File: config.mk
export PLATFORM = sky130hd
export DESIGN_NAME = csr_unit
export DESIGN_NICKNAME = d
export VERILOG_FILES = /design/src/rtl/csr_unit.sv
export SDC_FILE = /design/constraint.sdc
export NUM_CORES = 1
export LEC_CHECK = 0
export CAP_MARGIN = 0
export CORE_AREA = 2 2 222 224
export DETAILED_ROUTE_END_ITERATION = 6
export DIE_AREA = 0 0 224 226
export PLACE_DENSITY = 0.62
export SYNTH_ARGS = -nofsm -noshare
export SYNTH_HDL_FRONTEND = slang
export SYNTH_SLANG_ARGS = --single-unit
File: constraint.sdc
create_clock -name clk -period 3.3 [get_ports clk]
set_input_delay 0.495 -clock clk [delete_from_list [all_inputs] [get_ports clk]]
set_output_delay 0.495 -clock clk [all_outputs]
set_load 0.01 [all_outputs]
File: src/rtl/csr_unit.sv
// Machine-mode CSR file for the RV32 core: CSR read/modify/write,
// counters, FP flags/rounding mode, trap/mret state, interrupt pending.
//
// Ports:
//   clk, rst_n          clock, async active-low reset
//   csr_valid_i/op/addr/wdata -> csr_rdata_o (old value), csr_illegal_o
//   instret_i           retire strobe for MINSTRET
//   fflags_we_i/fflags_i accrued FPU flags; frm_o current rounding mode
//   trap_i/trap_pc_i/trap_cause_i/trap_tval_i, mret_i  trap entry/exit
//   irq_ext_i/irq_timer_i raw lines; irq_pending_o enabled+pending
//   mtvec_o, mepc_o     trap vector and return address

package csr_pkg;

    typedef enum logic [2:0] {
        NO_CSR_OP = 3'd0,
        WRITE_CSR = 3'd1,
        SET_CSR   = 3'd2,
        CLEAR_CSR = 3'd3,
        SYSTEM    = 3'd4
    } csr_op_e;

    typedef enum logic [11:0] {
        CSR_FFLAGS        = 12'h001,
        CSR_FRM           = 12'h002,
        CSR_FCSR          = 12'h003,
        CSR_MSTATUS       = 12'h300,
        CSR_MISA          = 12'h301,
        CSR_MIE           = 12'h304,
        CSR_MTVEC         = 12'h305,
        CSR_MCOUNTINHIBIT = 12'h320,
        CSR_MSCRATCH      = 12'h340,
        CSR_MEPC          = 12'h341,
        CSR_MCAUSE        = 12'h342,
        CSR_MTVAL         = 12'h343,
        CSR_MIP           = 12'h344,
        CSR_MCYCLE        = 12'hB00,
        CSR_MINSTRET      = 12'hB02,
        CSR_MCYCLEH       = 12'hB80,
        CSR_MINSTRETH     = 12'hB82,
        CSR_CYCLE         = 12'hC00,
        CSR_TIME          = 12'hC01,
        CSR_INSTRET       = 12'hC02,
        CSR_CYCLEH        = 12'hC80,
        CSR_TIMEH         = 12'hC81,
        CSR_INSTRETH      = 12'hC82,
        CSR_MVENDORID     = 12'hF11,
        CSR_MARCHID       = 12'hF12,
        CSR_MIMPID        = 12'hF13,
        CSR_MHARTID       = 12'hF14
    } csr_reg_e;

    typedef enum logic [2:0] {
        RNE = 3'h0,
        RTZ = 3'h1,
        RDN = 3'h2,
        RUP = 3'h3,
        RMM = 3'h4,
        DYN = 3'h7
    } roundmode_e;

    typedef struct packed {
        logic nv;
        logic dz;
        logic of;
        logic uf;
        logic nx;
    } float_status_e;

endpackage

module csr_unit
    import csr_pkg::*;
#(
    parameter logic [31:0] HART_ID     = 32'h0,
    parameter logic [31:0] MISA_VALUE  = 32'h4000_1125,
    parameter logic [31:0] MTVEC_RESET = 32'h0000_0000
) (
    input  logic          clk,
    input  logic          rst_n,
    input  logic          csr_valid_i,
    input  csr_op_e       csr_op_i,
    input  csr_reg_e      csr_addr_i,
    input  logic [31:0]   csr_wdata_i,
    output logic [31:0]   csr_rdata_o,
    output logic          csr_illegal_o,
    input  logic          instret_i,
    input  logic          fflags_we_i,
    input  float_status_e fflags_i,
    output roundmode_e    frm_o,
    input  logic          trap_i,
    input  logic [31:0]   trap_pc_i,
    input  logic [31:0]   trap_cause_i,
    input  logic [31:0]   trap_tval_i,
    input  logic          mret_i,
    input  logic          irq_ext_i,
    input  logic          irq_timer_i,
    output logic          irq_pending_o,
    output logic [31:0]   mtvec_o,
    output logic [31:0]   mepc_o
);

    logic [4:0]  fflags_q;
    logic [2:0]  frm_q;
    logic        mie_q;
    logic        mpie_q;
    logic        meie_q;
    logic        mtie_q;
    logic        mip_e_q;
    logic        mip_t_q;
    logic        cy_inh_q;
    logic        ir_inh_q;
    logic [31:0] mtvec_q;
    logic [31:0] mscratch_q;
    logic [31:0] mepc_q;
    logic [31:0] mcause_q;
    logic [31:0] mtval_q;
    logic [63:0] mcycle_q;
    logic [63:0] minstret_q;

    logic [31:0] rdata;
    logic        impl;
    logic [31:0] wval;
    logic        ro;
    logic        wr_op;
    logic        sc_op;
    logic        wnz;
    logic        illegal;
    logic        we;
    logic [4:0]  fpu_flags;
    logic [4:0]  fflags_nxt;
    logic [2:0]  frm_nxt;

    always_comb begin
        rdata = '0;
        impl  = 1'b1;
        unique case (csr_addr_i)
            CSR_FFLAGS:    rdata = {27'b0, fflags_q};
            CSR_FRM:       rdata = {29'b0, frm_q};
            CSR_FCSR:      rdata = {24'b0, frm_q, fflags_q};
            CSR_MSTATUS:   rdata = {19'b0, 2'b11, 3'b0, mpie_q,
                                    3'b0, mie_q, 3'b0};
            CSR_MISA:      rdata = MISA_VALUE;
            CSR_MIE:       rdata = {20'b0, meie_q, 3'b0,
                                    mtie_q, 7'b0};
            CSR_MTVEC:     rdata = mtvec_q;
            CSR_MCOUNTINHIBIT:
                           rdata = {29'b0, ir_inh_q, 1'b0, cy_inh_q};
            CSR_MSCRATCH:  rdata = mscratch_q;
            CSR_MEPC:      rdata = mepc_q;
            CSR_MCAUSE:    rdata = mcause_q;
            CSR_MTVAL:     rdata = mtval_q;
            CSR_MIP:       rdata = {20'b0, mip_e_q, 3'b0,
                                    mip_t_q, 7'b0};
            CSR_MCYCLE,
            CSR_CYCLE,
            CSR_TIME:      rdata = mcycle_q[31:0];
            CSR_MCYCLEH,
            CSR_CYCLEH,
            CSR_TIMEH:     rdata = mcycle_q[63:32];
            CSR_MINSTRET,
            CSR_INSTRET:   rdata = minstret_q[31:0];
            CSR_MINSTRETH,
            CSR_INSTRETH:  rdata = minstret_q[63:32];
            CSR_MVENDORID,
            CSR_MARCHID,
            CSR_MIMPID:    rdata = '0;
            CSR_MHARTID:   rdata = HART_ID;
            default:       impl  = 1'b0;
        endcase
    end

    always_comb begin
        wval = rdata;
        case (csr_op_i)
            WRITE_CSR: wval = csr_wdata_i;
            SET_CSR:   wval = rdata | csr_wdata_i;
            CLEAR_CSR: wval = rdata & ~csr_wdata_i;
            default:   wval = rdata;
        endcase
    end

    // SET/CLEAR with a zero mask is a pure read: legal on read-only
    // space and it must not count as a write (counter increments stay).
    assign ro      = csr_addr_i[11:10] == 2'b11;
    assign wr_op   = csr_op_i == WRITE_CSR;
    assign sc_op   = (csr_op_i == SET_CSR) || (csr_op_i == CLEAR_CSR);
    assign wnz     = |csr_wdata_i;
    assign illegal = ~impl | (ro & (wr_op | (sc_op & wnz)));
    assign we      = csr_valid_i & (wr_op | (sc_op & wnz)) & ~illegal
                   & ~trap_i & ~mret_i;

    assign csr_rdata_o   = rdata;
    assign csr_illegal_o = csr_valid_i & illegal;

    assign fpu_flags = fflags_i & {5{fflags_we_i}};

    always_comb begin
        fflags_nxt = fflags_q;
        frm_nxt    = frm_q;
        if (we && csr_addr_i == CSR_FFLAGS) fflags_nxt = wval[4:0];
        if (we && csr_addr_i == CSR_FCSR)   fflags_nxt = wval[4:0];
        if (we && csr_addr_i == CSR_FRM)    frm_nxt    = wval[2:0];
        if (we && csr_addr_i == CSR_FCSR)   frm_nxt    = wval[7:5];
        fflags_nxt = fflags_nxt | fpu_flags;
    end

    always_ff @(posedge clk or negedge rst_n) begin
        if (!rst_n) begin
            fflags_q <= '0;
            frm_q    <= '0;
            mip_e_q  <= 1'b0;
            mip_t_q  <= 1'b0;
        end else begin
            fflags_q <= fflags_nxt;
            frm_q    <= frm_nxt;
            mip_e_q  <= irq_ext_i;
            mip_t_q  <= irq_timer_i;
        end
    end

    // A write to either half replaces it and takes this cycle's tick.
    always_ff @(posedge clk or negedge rst_n) begin
        if (!rst_n) begin
            mcycle_q   <= '0;
            minstret_q <= '0;
        end else begin
            if (we && csr_addr_i == CSR_MCYCLE)
                mcycle_q[31:0] <= wval;
            else if (we && csr_addr_i == CSR_MCYCLEH)
                mcycle_q[63:32] <= wval;
            else if (!cy_inh_q)
                mcycle_q <= mcycle_q + 64'd1;

            if (we && csr_addr_i == CSR_MINSTRET)
                minstret_q[31:0] <= wval;
            else if (we && csr_addr_i == CSR_MINSTRETH)
                minstret_q[63:32] <= wval;
            else if (instret_i && !ir_inh_q)
                minstret_q <= minstret_q + 64'd1;
        end
    end

    always_ff @(posedge clk or negedge rst_n) begin
        if (!rst_n) begin
            mie_q      <= 1'b0;
            mpie_q     <= 1'b0;
            meie_q     <= 1'b0;
            mtie_q     <= 1'b0;
            cy_inh_q   <= 1'b0;
            ir_inh_q   <= 1'b0;
            mtvec_q    <= MTVEC_RESET;
            mscratch_q <= '0;
            mepc_q     <= '0;
            mcause_q   <= '0;
            mtval_q    <= '0;
        end else if (trap_i) begin
            mepc_q   <= trap_pc_i & ~32'h3;
            mcause_q <= trap_cause_i;
            mtval_q  <= trap_tval_i;
            mpie_q   <= mie_q;
            mie_q    <= 1'b0;
        end else if (mret_i) begin
            mie_q  <= mpie_q;
            mpie_q <= 1'b1;
        end else if (we) begin
            case (csr_addr_i)
                CSR_MSTATUS: begin
                    mie_q  <= wval[3];
                    mpie_q <= wval[7];
                end
                CSR_MIE: begin
                    meie_q <= wval[11];
                    mtie_q <= wval[7];
                end
                CSR_MCOUNTINHIBIT: begin
                    cy_inh_q <= wval[0];
                    ir_inh_q <= wval[2];
                end
                CSR_MTVEC:    mtvec_q    <= wval & ~32'h3;
                CSR_MSCRATCH: mscratch_q <= wval;
                CSR_MEPC:     mepc_q     <= wval & ~32'h3;
                CSR_MCAUSE:   mcause_q   <= wval;
                CSR_MTVAL:    mtval_q    <= wval;
                default: ;
            endcase
        end
    end

    assign frm_o         = roundmode_e'(frm_q);
    assign mtvec_o       = mtvec_q;
    assign mepc_o        = mepc_q;
    assign irq_pending_o = mie_q & ((mip_e_q & meie_q) | (mip_t_q & mtie_q));

endmodule

**Word-level counts from Yosys, hierarchy flattened**

Index checks and enable logic that the tools add are counted.

- Register bits after elaboration: 302
- Bits in latches: 0
- Bits in writable memories: 0
- Memory bits (read-only): 0
- Input port bits: 157
- Output and inout port bits: 101
- Logic and storage cells: 153
- Memories: 0

- $add $sub $neg: 2
- $mul: 0
- Divide/modulo/power cells: 0
- Magnitude comparators: 0
- Equal/unequal tests: 36
- Shifts and indexed selects: 0
- Muxes and demuxes: 35
- Bitwise operators: 24
- Reduce and logical (&&, ||, !) cells: 37

Operators by type and width:

| cell | count |
|---|---|
| 2-to-1 mux 32 bit | 18 |
| case mux 32 bit (17 select lines) | 1 |
| equality test 12 bit (second input constant) | 14 |
| adder 64 x 1 -> 64 bit (second input constant) | 2 |
| 2-to-1 mux 64 bit | 2 |
| equality test 12 x 10 -> 1 bit (second input constant) | 10 |
| case mux 32 bit (3 select lines) | 1 |
| AND 32 bit | 1 |
| NOT 32 bit | 1 |
| OR 32 bit | 1 |
| OR reduction 32 bit | 1 |
| OR reduction 27 bit | 1 |
| equality test 12 x 2 -> 1 bit (second input constant) | 2 |
| AND reduction 4 bit | 4 |
| nonzero test 2 bit | 7 |
| equality test 12 x 1 -> 1 bit (second input constant) | 1 |
| AND 1 bit | 10 |
| 2-to-1 mux 5 bit | 2 |
| AND reduction 2 bit | 5 |
| 2-to-1 mux 1 bit | 9 |
| AND reduction 3 bit | 3 |
| logical AND 1 bit | 8 |
| equality test 3 x 2 -> 1 bit (second input constant) | 2 |
| 2-to-1 mux 3 bit | 2 |
| other kinds (13) | 26 |

**Depth between registers and ports, before layout**

- Depth in word-level cells: 14
- Depth in mapped cells: 12
- Depth with buffers taken out: 8

**Worst setup path before layout**

No wires, ideal clock.

- Kind: input -> register
- Start point: input csr_addr_i[5]
- End point: register mtvec_q[20], in the netlist mtvec_o[20]
- Setup time: 158 ps
- Arrival time: 2867 ps
- Required time: 3142 ps
- Setup slack: 275 ps
- Cell stages on the path: 10
- Buffers on the path: 4
- Cells stage by stage: clkbuf_1 > nor4_4 > nand2_1 > o32a_1 > a311oi_4 > and2_1 > buf_4 > buf_4 > buf_4 > a21oi_1

- Cells in the longest elaborated chain, start to end: 10
- Elaborated cells on any way between the ends: 44
- Classes of those cells: 27 x eq/ne; 3 x mux; 8 x bitwise; 6 x reduce/logical

RTL lines:

| item | line | text |
|---|---|---|
| start: declaration | 83 | `input csr_reg_e csr_addr_i,` |
| equality test 12 x 1 -> 1 bit, or another cell as far along | 137 | `unique case (csr_addr_i)` |
| OR reduction 27 bit (no line) | - |  |
| 2-to-1 mux 1 bit | 137 |  |
| NOT 1 bit | 189 | `assign illegal = ~impl \| (ro & (wr_op \| (sc_op & wnz)));` |
| OR 1 bit | 189 |  |
| NOT 1 bit | 190 | `assign we = csr_valid_i & (wr_op \| (sc_op & wnz)) & ~illegal` |
| AND 1 bit | 190 |  |
| AND 1 bit (2 in series) | 191 | `& ~trap_i & ~mret_i;` |
| AND reduction 4 bit (no line) | - |  |
| end signal: assignment | 280 | `CSR_MTVEC: mtvec_q <= wval & ~32'h3;` |
| end: declaration | 113 | `logic [31:0] mtvec_q;` |

Several ways; a longest one is shown, not always the timed one.
A chain may end at the register's enable or synchronous reset.

**Worst setup path in the final report**

- Start point: input csr_addr_i[0]
- End point: output csr_rdata_o[25]

- Cells in the longest elaborated chain, start to end: 3
- Elaborated cells on any way between the ends: 28
- Classes of those cells: 23 x eq/ne; 1 x mux; 4 x reduce/logical

RTL lines:

| item | line | text |
|---|---|---|
| equality test 12 bit | 137 |  |
| OR reduction 3 bit, or another cell as far along | - |  |
| case mux 32 bit (17 select lines) * | 137 |  |
| end: declaration | 85 | `output logic [31:0] csr_rdata_o,` |

Every way passes the cells marked *; elsewhere a longest branch is shown, timed or not.

==> summary.md <==
| Metric | Value |
|---|---|
| HP Class | `input port to async pin` |
| DIE AREA | `50,620 µm²` |
| Initial antenna violation count | `3` |
| Worst VDD drop | `just under 300 µV` |
| Placed cells | `roughly 3,500` |
| DRT Wirelength | `roughly 110,000 µm` |
| Pint | `between 6 and 7 mW` |
| H-tree depth | `2` |
| TritonCTS clock tree | `yes` |
| Clock-pin slew on the worst setup and hold paths | `0.06 ns` |
| IO buf count | `about 250` |
| NetSw | `around 2.7 mW` |
| Status | `finished with violations` |
| Post-Synthesis Cells | `2,233` |
| Number of global-route vias before repair | `between 20,000 and 25,000` |
| Synth warnings | `0` |
| Post-layout minimum cycle time | `around 3.3 ns` |
| Synth top area share | `between 30% and 40%` |
| Comb power frac | `14.8%` |
| Slew @ Worst Pin | `0.9820 ns` |
| Leading area contributor after synthesis | `dfrtp_1` |
| Pwr Density | `about 340 nW/µm²` |
| Die Height | `approximately 230 µm` |
| Yosys reg bits | `300` |
| DR vias/cell | `roughly 6.5` |
| Highest clock rate | `slightly above 0.3 GHz` |
| Layout Area Growth over Synthesis | `49.10%` |
| Slew headroom | `34.29%` |
| Hold-fix buffers, CTS | `0` |
| # IOs | `roughly 260` |
| Crit path arrival time | `2.78 ns` |
| Row count | `81` |
| Minimum hold slack | `-0.002379 ns` |
| Final hold vios | `3` |
| Core Util, Final | `about three fifths` |
| Fin area | `approximately 28,000 µm²` |
| Root buf cell | `clkbuf_16` |
| Placer Congestion | `approximately 1.0` |
| Failing checks | `hold timing` |
| TritonCTS Buffers | `37` |
| Final clock skew | `about 0.024 ns` |
| Sw frac | `27.92%` |
| Final ANT Viol Nets | `0` |
| Routed vias | `around 23,000` |
| Pin count of the biggest net entering global routing | `a little under 90` |
| Most frequent cell after synthesis | `dfrtp_1` |
| Initial core utilization | `39.42%` |
| Post-synth ARST share | `between 90% and 100%` |
| Final Non-Filler Cells | `around 3,600` |
| Kind of critical path | `input port to primary output` |
| Req. time, crit path | `2.80 ns` |
| Max_cap viols | `0` |
| Share of layout cells above drive strength 1 | `a little over a quarter` |
| Max Slew Vio Count | `0` |
| Largest cells by area after synthesis | `dfrtp_1 (39%), o21ai_0 (5.8%), a22oi_1 (5.4%)` |
| First-pass GRT wire length | `152,900 µm` |
| Max Buffers Root-to-Sink | `3` |
| Die width | `~220 µm` |
| Clock sinks | `300` |
| Area post-placement | `roughly 26,000 µm²` |
| Clock Latency Late Sink | `between 0.5 and 0.6 ns` |
| Setup violation total in the final timing report | `0` |
| Sequential power share | `a little over two fifths` |
| Leakage | `12.12 nW` |
| Synth Area per Inst | `8.533 µm²` |
| Final WS setup | `0.02410 ns` |
| Post-synthesis sequential area ratio | `39.40%` |
| DR iter-0 viols | `between 3,000 and 4,000` |
| Startpoint types | `input port` |
| Post-DR wirelength/cell | `between 30 and 40 µm` |
| Total track usage | `41.80%` |
| EDFF count, synth | `0` |
| Period utilization | `roughly 100%` |
| Place WS | `-1.058 ns` |
| Core area | `about 48,000 µm²` |
| Crit-path max FO | `14` |
| HPWL after DPL | `~84,000 µm` |
| DRT Pass-1 Iters | `7` |
| DR DRC count | `0` |
| Post-synth cell types | `82` |
| Global route total overflow | `0` |
| Final nets | `between 3,000 and 4,000` |
| Synth top cells by count | `dfrtp_1 (300), o21ai_0 (222), nand2_1 (204)` |
| RSZ-0062 raised after global routing | `no` |
| Dominant synthesized flop cell | `dfrtp_1` |
| Mapped Area | `roughly 19,000 µm²` |
| Clock power frac | `43.2%` |
| Setup crit end kind | `primary output` |
## sequential cells by signal, summed over array words and instances, names as in the netlist
signal / flops
mscratch_q: 32
cy_inh_q: 1
frm_o: 3
mcycle_q: 64
mip_t_q: 1
mepc_o: 30
ir_inh_q: 1
meie_q: 1
mtval_q: 32
mtvec_o: 30
minstret_q: 64
mip_e_q: 1
mcause_q: 32
fflags_q: 5
mie_q: 1
mpie_q: 1
mtie_q: 1
## layer usage
layer / GRT usage (%) / wire (µm)
met2: 63.96 / 46890
met1: 56.73 / 43660
met5: 0 / 0
met4: 20.17 / 5823
met3: 8.197 / 11070
## power by group through the flow
stage	clock (mW)	sequential, mW	combinational, mW
floorplan	0	4.01	0.480
finish	4.17	4.05	1.43
global route	4.35	4.06	1.51
CTS	4.21	4.04	1.40
global placement	0	4.10	1.35
detailed placement	0	4.10	1.37
## layout make-up
cell class | count | area [µm²]
well taps | 622 | 778.2
repair buffers | 802 | 7322
fillers | 4284 | 19930
clock buffers | 56 | 1140
flip-flops and latches | 300 | 7507
multi-input cells | 1721 | 11420
inverters | 37 | 138.9
clock inverters | 11 | 95.09
diodes | 3 | 7.507
## cells in the final DEF, fill, tap and decap left out, types with 47 or more instances in the layout
master	n
buf_4	481
dfrtp_1	300
o21ai_0	222
nand2_1	202
clkdlybuf4s50_1	198
nor2_1	138
a22oi_1	121
a21oi_1	121
nand3_1	86
nand4_1	75
nor2b_1	55
buf_12	53
mux2i_1	48
and3_1	47
## cells by family (layout without fill, tap and decap cells)
group,after synthesis,in the layout,share of synthesized area (%)
AO/OA/AOI/OAI,731,731,25.33
buffers and inverters,215,906,4.537
flip-flops,300,300,39.40
multiplexers,77,77,4.472
XOR/XNOR,53,53,2.436
other,1,7,0.01968
AND/OR/NAND/NOR,854,854,23.68
adder cells (fa/ha/maj),2,2,0.1313
## per-stage QoR
stage	power [mW]	setup TNS, ns
2_1_floorplan	4.490	0
3_3_place_gp	5.454	-235.20
3_5_place_dp	5.464	-229.71
4_1_cts	9.644	-0.5677
5_1_grt	9.919	0
6_report	9.655	0
## what timing repair did
item,in CTS,in global routing
setup endpoints to repair,301,38
endpoints found under the hold margin,0,0
pin swaps,31,9
resized for setup,220,17
setup buffers,27,5
gates cloned,2,0
## worst max-delay path: stages
cell and delay [ns]:
dlygate4sd2_1 0.26, buf_12 0.15, buf_12 0.15, or4_4 0.56
nor3_4 0.25, buf_4 0.14, buf_6 0.12, buf_4 0.12
buf_4 0.12, a22o_1 0.14, a221oi_2 0.05, nand2_1 0.08
buf_2 0.13
## final timing paths
check	from	to	slack (ns)	cells past startpoint
hold / removal	rst_n	mcause_q[1]	-0.002	1
max in group asynchronous	rst_n	mtvec_o[27]	2.41	2
setup / recovery	csr_addr_i[0]	csr_rdata_o[25]	0.02	13
setup reg to reg	mcycle_q[0]	mcycle_q[56]	0.27	8
min in group clk	irq_timer_i	mip_t_q	0.42	1
hold reg to reg	mscratch_q[31]	mscratch_q[31]	0.48	2
(Power assumes the default switching activity.)
